$ cat config.mk
export PLATFORM = sky130hd
export DESIGN_NAME = data_mem_req_flat
export DESIGN_NICKNAME = d
export VERILOG_FILES = /design/src/rtl/data_mem_req_pkg.sv /design/src/rtl/data_mem_req_if.sv /design/src/rtl/data_mem_req_mem_lane_align.sv /design/src/rtl/data_mem_req.sv /design/src/flat_wrapper.sv
export SDC_FILE = /design/constraint.sdc
export NUM_CORES = 1
export LEC_CHECK = 0
export CORE_UTILIZATION = 40
export CTS_CLUSTER_DIAMETER = 60
export DETAILED_ROUTE_END_ITERATION = 6
export MAX_ROUTING_LAYER = met4
export PLACE_DENSITY = 0.77
export SYNTH_ARGS = -nofsm -noshare
export SYNTH_HDL_FRONTEND = slang
export SYNTH_SLANG_ARGS = --single-unit
$ cat constraint.sdc
create_clock -name clk -period 2.3 [get_ports clk]
set_clock_uncertainty 0.15 [all_clocks]
set_input_delay 0.23 -clock clk [delete_from_list [all_inputs] [get_ports clk]]
set_output_delay 0.23 -clock clk [all_outputs]
set_load 0.01 [all_outputs]
$ cat src/rtl/data_mem_req_pkg.sv
// data_mem_req_pkg: size encodings, FSM state type and shared defaults for the data-side request block.
// Rev 1.0
`default_nettype none
package data_mem_req_pkg;
  localparam int EXCP_W_DEF = 7;

  localparam logic [1:0] SZ_BYTE = 2'd0;
  localparam logic [1:0] SZ_HALF = 2'd1;
  localparam logic [1:0] SZ_WORD = 2'd2;

  typedef enum logic [2:0] {
    ST_IDLE  = 3'd0,
    ST_REQ   = 3'd1,
    ST_WAIT  = 3'd2,
    ST_DONE  = 3'd3,
    ST_DRAIN = 3'd4
  } state_t;
endpackage
`default_nettype wire

$ cat src/rtl/data_mem_req_if.sv
// data_mem_req_if: translated-beat, bus and writeback interfaces; master drives valid/data.
// Rev 1.0
`default_nettype none
interface data_mem_trans_if import data_mem_req_pkg::*; #(parameter int EXCP_W = EXCP_W_DEF);
  logic              trans_valid;
  logic              trans_ready;
  logic              trans_fire;
  logic [31:0]       trans_paddr;
  logic [31:0]       trans_vaddr;
  logic              trans_uncached;
  logic              trans_excp;
  logic [EXCP_W-1:0] trans_excp_num;
  logic              op_store;
  logic [1:0]        op_size;
  logic              op_unsigned;
  logic [31:0]       op_wdata;

  modport master (output trans_valid, trans_paddr, trans_vaddr, trans_uncached, trans_excp,
                  trans_excp_num, op_store, op_size, op_unsigned, op_wdata,
                  input  trans_ready, trans_fire);
  modport slave  (input  trans_valid, trans_paddr, trans_vaddr, trans_uncached, trans_excp,
                  trans_excp_num, op_store, op_size, op_unsigned, op_wdata,
                  output trans_ready, trans_fire);
endinterface

interface data_mem_bus_if;
  logic        req_valid;
  logic        req_ready;
  logic        req_wr;
  logic [1:0]  req_size;
  logic [31:0] req_addr;
  logic [3:0]  req_wstrb;
  logic [31:0] req_wdata;
  logic        req_uncached;
  logic        resp_valid;
  logic [31:0] resp_rdata;

  modport master (output req_valid, req_wr, req_size, req_addr, req_wstrb, req_wdata, req_uncached,
                  input  req_ready, resp_valid, resp_rdata);
  modport slave  (input  req_valid, req_wr, req_size, req_addr, req_wstrb, req_wdata, req_uncached,
                  output req_ready, resp_valid, resp_rdata);
endinterface

interface data_mem_wb_if import data_mem_req_pkg::*; #(parameter int EXCP_W = EXCP_W_DEF);
  logic              wb_valid;
  logic              wb_ready;
  logic [31:0]       wb_rdata;
  logic              wb_excp;
  logic [EXCP_W-1:0] wb_excp_num;
  logic [31:0]       wb_badv;

  modport master (output wb_valid, wb_rdata, wb_excp, wb_excp_num, wb_badv, input wb_ready);
  modport slave  (input  wb_valid, wb_rdata, wb_excp, wb_excp_num, wb_badv, output wb_ready);
endinterface
`default_nettype wire

$ cat src/rtl/data_mem_req_mem_lane_align.sv
// mem_lane_align: combinational load-lane extraction/extension and store strobe/data replication.
// Rev 1.0
`default_nettype none
module mem_lane_align import data_mem_req_pkg::*; (
  input  wire logic [1:0]  i_size,
  input  wire logic [1:0]  i_off,
  input  wire logic        i_unsigned,
  input  wire logic [31:0] i_rdata,
  input  wire logic [31:0] i_wdata,
  output logic      [31:0] o_ld_data,
  output logic      [3:0]  o_wstrb,
  output logic      [31:0] o_wdata
);
  logic [7:0]  w_byte;
  logic [15:0] w_half;

  always_comb begin
    w_byte    = i_rdata[7:0];
    w_half    = i_off[1] ? i_rdata[31:16] : i_rdata[15:0];
    o_ld_data = i_rdata;
    o_wstrb   = 4'b1111;
    o_wdata   = i_wdata;
    case (i_off)
      2'd1:    w_byte = i_rdata[15:8];
      2'd2:    w_byte = i_rdata[23:16];
      2'd3:    w_byte = i_rdata[31:24];
      default: w_byte = i_rdata[7:0];
    endcase
    // Size 3 is illegal and falls through to word handling.
    case (i_size)
      SZ_BYTE: begin
        o_ld_data = {{24{~i_unsigned & w_byte[7]}}, w_byte};
        o_wstrb   = 4'b0001 << i_off;
        o_wdata   = {4{i_wdata[7:0]}};
      end
      SZ_HALF: begin
        o_ld_data = {{16{~i_unsigned & w_half[15]}}, w_half};
        o_wstrb   = 4'b0011 << i_off;
        o_wdata   = {2{i_wdata[15:0]}};
      end
      default: ;
    endcase
  end
endmodule
`default_nettype wire

$ cat src/rtl/data_mem_req.sv
// data_mem_req: single-outstanding data-side memory request engine with load alignment and writeback.
// Rev 1.0
`default_nettype none
module data_mem_req import data_mem_req_pkg::*; #(
  parameter bit UNC_STORE_WAIT = 1'b1,
  parameter int EXCP_W         = EXCP_W_DEF
) (
  input  wire logic         clk,
  input  wire logic         reset,
  input  wire logic         flush,
  data_mem_trans_if.slave   trans,
  data_mem_bus_if.master    bus,
  data_mem_wb_if.master     wb
);
  state_t            r_state, w_next;
  logic [31:0]       r_paddr;
  logic              r_store;
  logic [1:0]        r_size;
  logic              r_unsigned;
  logic              r_uncached;
  logic [31:0]       r_wdata;
  logic [31:0]       r_rdata;
  logic              r_excp;
  logic [EXCP_W-1:0] r_excp_num;
  logic [31:0]       r_badv;

  logic              w_trans_ready;
  logic              w_fire;
  logic              w_req_to_wait;
  logic [31:0]       w_ld_data;
  logic [3:0]        w_wstrb;
  logic [31:0]       w_st_wdata;

  assign w_trans_ready = ~flush & ((r_state == ST_IDLE) | ((r_state == ST_DONE) & wb.wb_ready));
  assign w_fire        = trans.trans_valid & w_trans_ready;
  assign w_req_to_wait = ~r_store | (r_uncached & UNC_STORE_WAIT);

  mem_lane_align u_align (
    .i_size     (r_size),
    .i_off      (r_paddr[1:0]),
    .i_unsigned (r_unsigned),
    .i_rdata    (bus.resp_rdata),
    .i_wdata    (r_wdata),
    .o_ld_data  (w_ld_data),
    .o_wstrb    (w_wstrb),
    .o_wdata    (w_st_wdata)
  );

  always_comb begin
    w_next = r_state;
    case (r_state)
      ST_IDLE: if (w_fire) w_next = trans.trans_excp ? ST_DONE : ST_REQ;
      ST_REQ: begin
        if (flush)              w_next = (bus.req_ready & w_req_to_wait) ? ST_DRAIN : ST_IDLE;
        else if (bus.req_ready) w_next = w_req_to_wait ? ST_WAIT : ST_DONE;
      end
      ST_WAIT: begin
        // A response landing with the flush retires the op; draining would wait forever.
        if (flush)               w_next = bus.resp_valid ? ST_IDLE : ST_DRAIN;
        else if (bus.resp_valid) w_next = ST_DONE;
      end
      ST_DONE: begin
        if (flush)            w_next = ST_IDLE;
        else if (w_fire)      w_next = trans.trans_excp ? ST_DONE : ST_REQ;
        else if (wb.wb_ready) w_next = ST_IDLE;
      end
      ST_DRAIN: if (bus.resp_valid) w_next = ST_IDLE;
      default: w_next = ST_IDLE;
    endcase
  end

  always_ff @(posedge clk or negedge reset) begin
    if (!reset) r_state <= ST_IDLE;
    else        r_state <= w_next;
  end

  always_ff @(posedge clk or negedge reset) begin
    if (!reset) begin
      r_paddr    <= '0;
      r_store    <= 1'b0;
      r_size     <= '0;
      r_unsigned <= 1'b0;
      r_uncached <= 1'b0;
      r_wdata    <= '0;
      r_rdata    <= '0;
      r_excp     <= 1'b0;
      r_excp_num <= '0;
      r_badv     <= '0;
    end else if (w_fire) begin
      r_paddr    <= trans.trans_paddr;
      r_store    <= trans.op_store;
      r_size     <= trans.op_size;
      r_unsigned <= trans.op_unsigned;
      r_uncached <= trans.trans_uncached;
      r_wdata    <= trans.op_wdata;
      r_rdata    <= '0;
      r_excp     <= trans.trans_excp;
      r_excp_num <= trans.trans_excp ? trans.trans_excp_num : '0;
      r_badv     <= trans.trans_excp ? trans.trans_vaddr : '0;
    end else if ((r_state == ST_WAIT) && (w_next == ST_DONE) && !r_store) begin
      r_rdata    <= w_ld_data;
    end
  end

  assign trans.trans_ready = w_trans_ready;
  assign trans.trans_fire  = w_fire;

  assign bus.req_valid    = (r_state == ST_REQ);
  assign bus.req_wr       = r_store;
  assign bus.req_size     = r_size;
  assign bus.req_addr     = r_paddr;
  assign bus.req_wstrb    = bus.req_valid ? w_wstrb : 4'b0000;
  assign bus.req_wdata    = w_st_wdata;
  assign bus.req_uncached = r_uncached;

  assign wb.wb_valid    = (r_state == ST_DONE);
  assign wb.wb_rdata    = r_rdata;
  assign wb.wb_excp     = r_excp;
  assign wb.wb_excp_num = r_excp_num;
  assign wb.wb_badv     = r_badv;
endmodule
`default_nettype wire
$ cat src/flat_wrapper.sv
// flat-port wrapper written by rule: the top's interface ports become plain ports
module data_mem_req_flat import data_mem_req_pkg::*;
#(
  parameter bit UNC_STORE_WAIT = 1'b1,
  parameter int EXCP_W         = EXCP_W_DEF
)
  (clk, reset, flush, trans_trans_valid, trans_trans_paddr, trans_trans_vaddr, trans_trans_uncached, trans_trans_excp, trans_trans_excp_num, trans_op_store, trans_op_size, trans_op_unsigned, trans_op_wdata, trans_trans_ready, trans_trans_fire, bus_req_valid, bus_req_wr, bus_req_size, bus_req_addr, bus_req_wstrb, bus_req_wdata, bus_req_uncached, bus_req_ready, bus_resp_valid, bus_resp_rdata, wb_wb_valid, wb_wb_rdata, wb_wb_excp, wb_wb_excp_num, wb_wb_badv, wb_wb_ready);
  data_mem_trans_if #(.EXCP_W(EXCP_W)) trans_i ();
  data_mem_bus_if bus_i ();
  data_mem_wb_if #(.EXCP_W(EXCP_W)) wb_i ();
  input  wire logic clk;
  input  wire logic reset;
  input  wire logic flush;
  input wire logic [$bits(trans_i.trans_valid)-1:0] trans_trans_valid;
  input wire logic [$bits(trans_i.trans_paddr)-1:0] trans_trans_paddr;
  input wire logic [$bits(trans_i.trans_vaddr)-1:0] trans_trans_vaddr;
  input wire logic [$bits(trans_i.trans_uncached)-1:0] trans_trans_uncached;
  input wire logic [$bits(trans_i.trans_excp)-1:0] trans_trans_excp;
  input wire logic [$bits(trans_i.trans_excp_num)-1:0] trans_trans_excp_num;
  input wire logic [$bits(trans_i.op_store)-1:0] trans_op_store;
  input wire logic [$bits(trans_i.op_size)-1:0] trans_op_size;
  input wire logic [$bits(trans_i.op_unsigned)-1:0] trans_op_unsigned;
  input wire logic [$bits(trans_i.op_wdata)-1:0] trans_op_wdata;
  output wire logic [$bits(trans_i.trans_ready)-1:0] trans_trans_ready;
  output wire logic [$bits(trans_i.trans_fire)-1:0] trans_trans_fire;
  output wire logic [$bits(bus_i.req_valid)-1:0] bus_req_valid;
  output wire logic [$bits(bus_i.req_wr)-1:0] bus_req_wr;
  output wire logic [$bits(bus_i.req_size)-1:0] bus_req_size;
  output wire logic [$bits(bus_i.req_addr)-1:0] bus_req_addr;
  output wire logic [$bits(bus_i.req_wstrb)-1:0] bus_req_wstrb;
  output wire logic [$bits(bus_i.req_wdata)-1:0] bus_req_wdata;
  output wire logic [$bits(bus_i.req_uncached)-1:0] bus_req_uncached;
  input wire logic [$bits(bus_i.req_ready)-1:0] bus_req_ready;
  input wire logic [$bits(bus_i.resp_valid)-1:0] bus_resp_valid;
  input wire logic [$bits(bus_i.resp_rdata)-1:0] bus_resp_rdata;
  output wire logic [$bits(wb_i.wb_valid)-1:0] wb_wb_valid;
  output wire logic [$bits(wb_i.wb_rdata)-1:0] wb_wb_rdata;
  output wire logic [$bits(wb_i.wb_excp)-1:0] wb_wb_excp;
  output wire logic [$bits(wb_i.wb_excp_num)-1:0] wb_wb_excp_num;
  output wire logic [$bits(wb_i.wb_badv)-1:0] wb_wb_badv;
  input wire logic [$bits(wb_i.wb_ready)-1:0] wb_wb_ready;
  assign trans_i.trans_valid = trans_trans_valid;
  assign trans_i.trans_paddr = trans_trans_paddr;
  assign trans_i.trans_vaddr = trans_trans_vaddr;
  assign trans_i.trans_uncached = trans_trans_uncached;
  assign trans_i.trans_excp = trans_trans_excp;
  assign trans_i.trans_excp_num = trans_trans_excp_num;
  assign trans_i.op_store = trans_op_store;
  assign trans_i.op_size = trans_op_size;
  assign trans_i.op_unsigned = trans_op_unsigned;
  assign trans_i.op_wdata = trans_op_wdata;
  assign trans_trans_ready = trans_i.trans_ready;
  assign trans_trans_fire = trans_i.trans_fire;
  assign bus_req_valid = bus_i.req_valid;
  assign bus_req_wr = bus_i.req_wr;
  assign bus_req_size = bus_i.req_size;
  assign bus_req_addr = bus_i.req_addr;
  assign bus_req_wstrb = bus_i.req_wstrb;
  assign bus_req_wdata = bus_i.req_wdata;
  assign bus_req_uncached = bus_i.req_uncached;
  assign bus_i.req_ready = bus_req_ready;
  assign bus_i.resp_valid = bus_resp_valid;
  assign bus_i.resp_rdata = bus_resp_rdata;
  assign wb_wb_valid = wb_i.wb_valid;
  assign wb_wb_rdata = wb_i.wb_rdata;
  assign wb_wb_excp = wb_i.wb_excp;
  assign wb_wb_excp_num = wb_i.wb_excp_num;
  assign wb_wb_badv = wb_i.wb_badv;
  assign wb_i.wb_ready = wb_wb_ready;
  data_mem_req #(.UNC_STORE_WAIT(UNC_STORE_WAIT), .EXCP_W(EXCP_W)) u_core (.clk(clk), .reset(reset), .flush(flush), .trans(trans_i), .bus(bus_i), .wb(wb_i));
endmodule
==> results.toml <==
[routing]
routedWlPerCell_um = 16.85
drt_iter0_markers = 389
drt-total-wl_um = 20810
drtPass1Iterations = 5
viasPerCell = 5.126
drcViolationCount = 0
vias = 6331
final_antenna_net_count = 0

[worst_setup_path]
crit_fanout = 8
critPathCaptureType = "output pin"
required_ps = 1920
worstPathArrival_ps = 1870
reg2reg_depth = 4
cp-start-kind = "flip-flop"
critPathKind = "reg -> out"

[power_and_ir_drop]
pwr-share-comb_pct = 47.5
finalPower_mw = 13.02
p_sw_mw = 4.678
p_leak_nw = 4.906
switching_share_pct = 35.93
vdd_drop_max_mv = 0.7191
clkPwrFrac_pct = 20.5
power_frac_seq_pct = 32.0
intPower_mw = 8.342
power_density_nw_per_um2 = 1245

[clock_network]
clock_latency_ps = 410
cts_max_level = 4
cts_sinks = 144
clkTransAtPathRegs_ps = 60
clockBufferDepth = 2
cts_root_buffer = "clkbuf_16"
cts_inserted_buffers = 17
cts_tree = "built"

[min_path]
whs_path_depth = 3
hold_class = "in -> reg"

[placed_design]
port_buffers = 295
gp_congestion = 0.9015
dp_hpwl_um = 14490

[floorplanning]
die_area_um2 = 17140
die_x_um = 130.9
core_um2 = 16060
ios = 296
start_util_pct = 41.41
die_h_um = 130.9
rows = 46

[timing]
finalSetupViolCount = 0
period_minus_slack_ps = 2251
tightestPinTransition_ps = 622.2
clock.fmax_mhz = 444.2
finalHoldViolCount = 0
period_share_pct = 97.87
timing.hold.ws_ps = 185.8
slew_viol_final = 0
relSlewSlack_pct = 58.52

[logic_synthesis]
async_flop_share_pct = 100.0
synthesis.instances = 717
yosysWarnings = 0
ys_seq_elements = 144
syn_avg_cell_area_um2 = 9.273
synth_cell_type_count = 45
synth_ff_type = "dfrtp_1"
syn_area_um2 = 6649
synth_edf_count = 0
synth_seq_area_share_pct = 54.20
synth_nets = 865

[global_route]
grt_max_degree = 75
grt_pass1_vias = 6099
antenna_found_initial = 1
gr-total-overflow = 0
grt_usage_pct = 25.03
grt_pass1_wl_um = 31410

[outcome]
outcome = "finished clean"

[cells_and_area]
drive_gt1_share_pct = 10.12
fin_nets = 1154
nFillCells = 1319
syn2layout_area_growth_pct = 57.24

[job]
cap_violations = 0
## sequential cells by signal, summed over array words and instances, names as in the netlist, 2 cells and up
| name | count |
|---|---|
| u_core.bus.req_addr | 32 |
| u_core.r_wdata | 32 |
| u_core.wb.wb_badv | 32 |
| u_core.wb.wb_rdata | 32 |
| u_core.wb.wb_excp_num | 7 |
| u_core.r_state | 3 |
| u_core.bus.req_size | 2 |
## per-stage QoR
stage               area [um^2]  utilization, %  setup WS, ps  setup TNS [ps]  cells
floorplan                  6649               -         431.9               0    717
global placement           9808           61.08         138.6               0   1195
detailed placement         9808           61.08         115.5               0   1195
CTS                       10430           64.94         12.98               0   1233
global route              10460           65.11        -2.208          -2.208   1235
finish                    10460           65.11         48.90               0   1235
## timing repair
action | CTS | global route
setup buffers | 6 | 1
pin swaps | 1 | 0
hold buffers | 1 | 0
setup endpoints to repair | 30 | 10
endpoints found under the hold margin | 61 | 0
resized for setup | 25 | 6
## area by class of cell
type                            instances  area [um^2]  area share, %
Multi-Input combinational cell        509         2704          25.86
Clock inverter                         13        141.4          1.352
Tap cell                              216        270.3          2.585
Inverter                                5        20.02         0.1915
Antenna cell                            1        2.502        0.02393
Sequential cell                       144         3608          34.51
Clock buffer                           18        429.2          4.105
Timing Repair Buffer                  329         3279          31.37
## Yosys cell counts, types with 5 or more instances
| master | count | area (um^2) |
|---|---|---|
| a221oi_1 | 8 | 70.07 |
| buf_4 | 17 | 127.6 |
| nand3_1 | 41 | 205.2 |
| clkbuf_1 | 17 | 63.81 |
| nor2_1 | 9 | 33.78 |
| buf_2 | 20 | 100.1 |
| mux2_2 | 20 | 225.2 |
| nand2b_1 | 21 | 131.4 |
| a21oi_1 | 13 | 65.06 |
| mux2i_1 | 11 | 110.1 |
| a32o_1 | 18 | 180.2 |
| nand2_1 | 292 | 1096 |
| o2bb2ai_1 | 9 | 78.83 |
| o22ai_1 | 5 | 31.28 |
| o21ai_0 | 17 | 85.08 |
| dfrtp_1 | 144 | 3603 |
## power by group through the flow
stage	clock network [mW]	logic [mW]	registers, mW
floorplan	0	2.79	4.38
global placement	0	6.11	4.18
detailed placement	0	6.21	4.21
CTS	2.72	6.20	4.18
global route	2.83	6.70	4.32
finish	2.67	6.18	4.17
## per-layer routing
| layer | vias up | routed length [um] | GRT usage, % |
|---|---|---|---|
| li1 | 2973 | - | - |
| met1 | 3029 | 8380 | 29.83 |
| met2 | 287 | 10200 | 39.84 |
| met3 | 42 | 1659 | 6.352 |
| met4 | 0 | 571 | 11.49 |
| met5 | - | 0 | - |
## path summary, 6_finish.rpt
check / startpoint / endpoint / slack, ps
max reg2reg: u_core.bus.req_addr[0]$_DFFE_PN0N_ / u_core.wb.wb_rdata[17]$_DFFE_PN0P_ / 250
max in group asynchronous: reset / u_core.bus.req_size[0]$_DFFE_PN0N_ / 1030
min in group asynchronous: reset / u_core.wb.wb_rdata[3]$_DFFE_PN0P_ / 220
min reg2reg: u_core.wb.wb_excp_num[3]$_DFFE_PN0N_ / u_core.wb.wb_excp_num[3]$_DFFE_PN0N_ / 310
max: u_core.bus.req_size[1]$_DFFE_PN0N_ / bus_req_wdata[9] / 50
min: trans_op_wdata[23] / u_core.r_wdata[23]$_DFFE_PN0N_ / 190
## cells by family (layout without fill, tap and decap cells)
| logic type | Yosys count | count (layout) | share of synthesized area, % |
|---|---|---|---|
| compound gates | 95 | 95 | 10.78 |
| buf+inv | 64 | 365 | 5.175 |
| flops | 144 | 144 | 54.20 |
| mux | 33 | 33 | 5.721 |
| other cells | 0 | 1 | 0 |
| simple gates | 381 | 381 | 24.12 |
## layout by cell type (no fill, tap or decap), types with 5 or more instances in the layout
master           Yosys  routed
dfrtp_1            144     140
buf_4               17      26
o2bb2ai_1            9       9
nand2_1            292     292
dlygate4sd2_1        0      17
o21ai_0             17      17
o22ai_1              5       5
a221oi_1             8       8
clkbuf_16            0      17
nand2b_1            21      21
a32o_1              18      18
clkinvlp_4           0       6
nor2_1               9       8
clkdlybuf4s50_1      0     272
nand3_1             41      41
mux2_2              20      20
mux2i_1             11      11
buf_12               0       6
a21oi_1             13      13
## critical path: stages (launching register included)
cell and delay, ps:
dfrtp_2 430, nor2_2 120, buf_6 150, buf_4 140, mux2_2 320, dlygate4sd2_1 300
(Power assumes the default switching activity.)
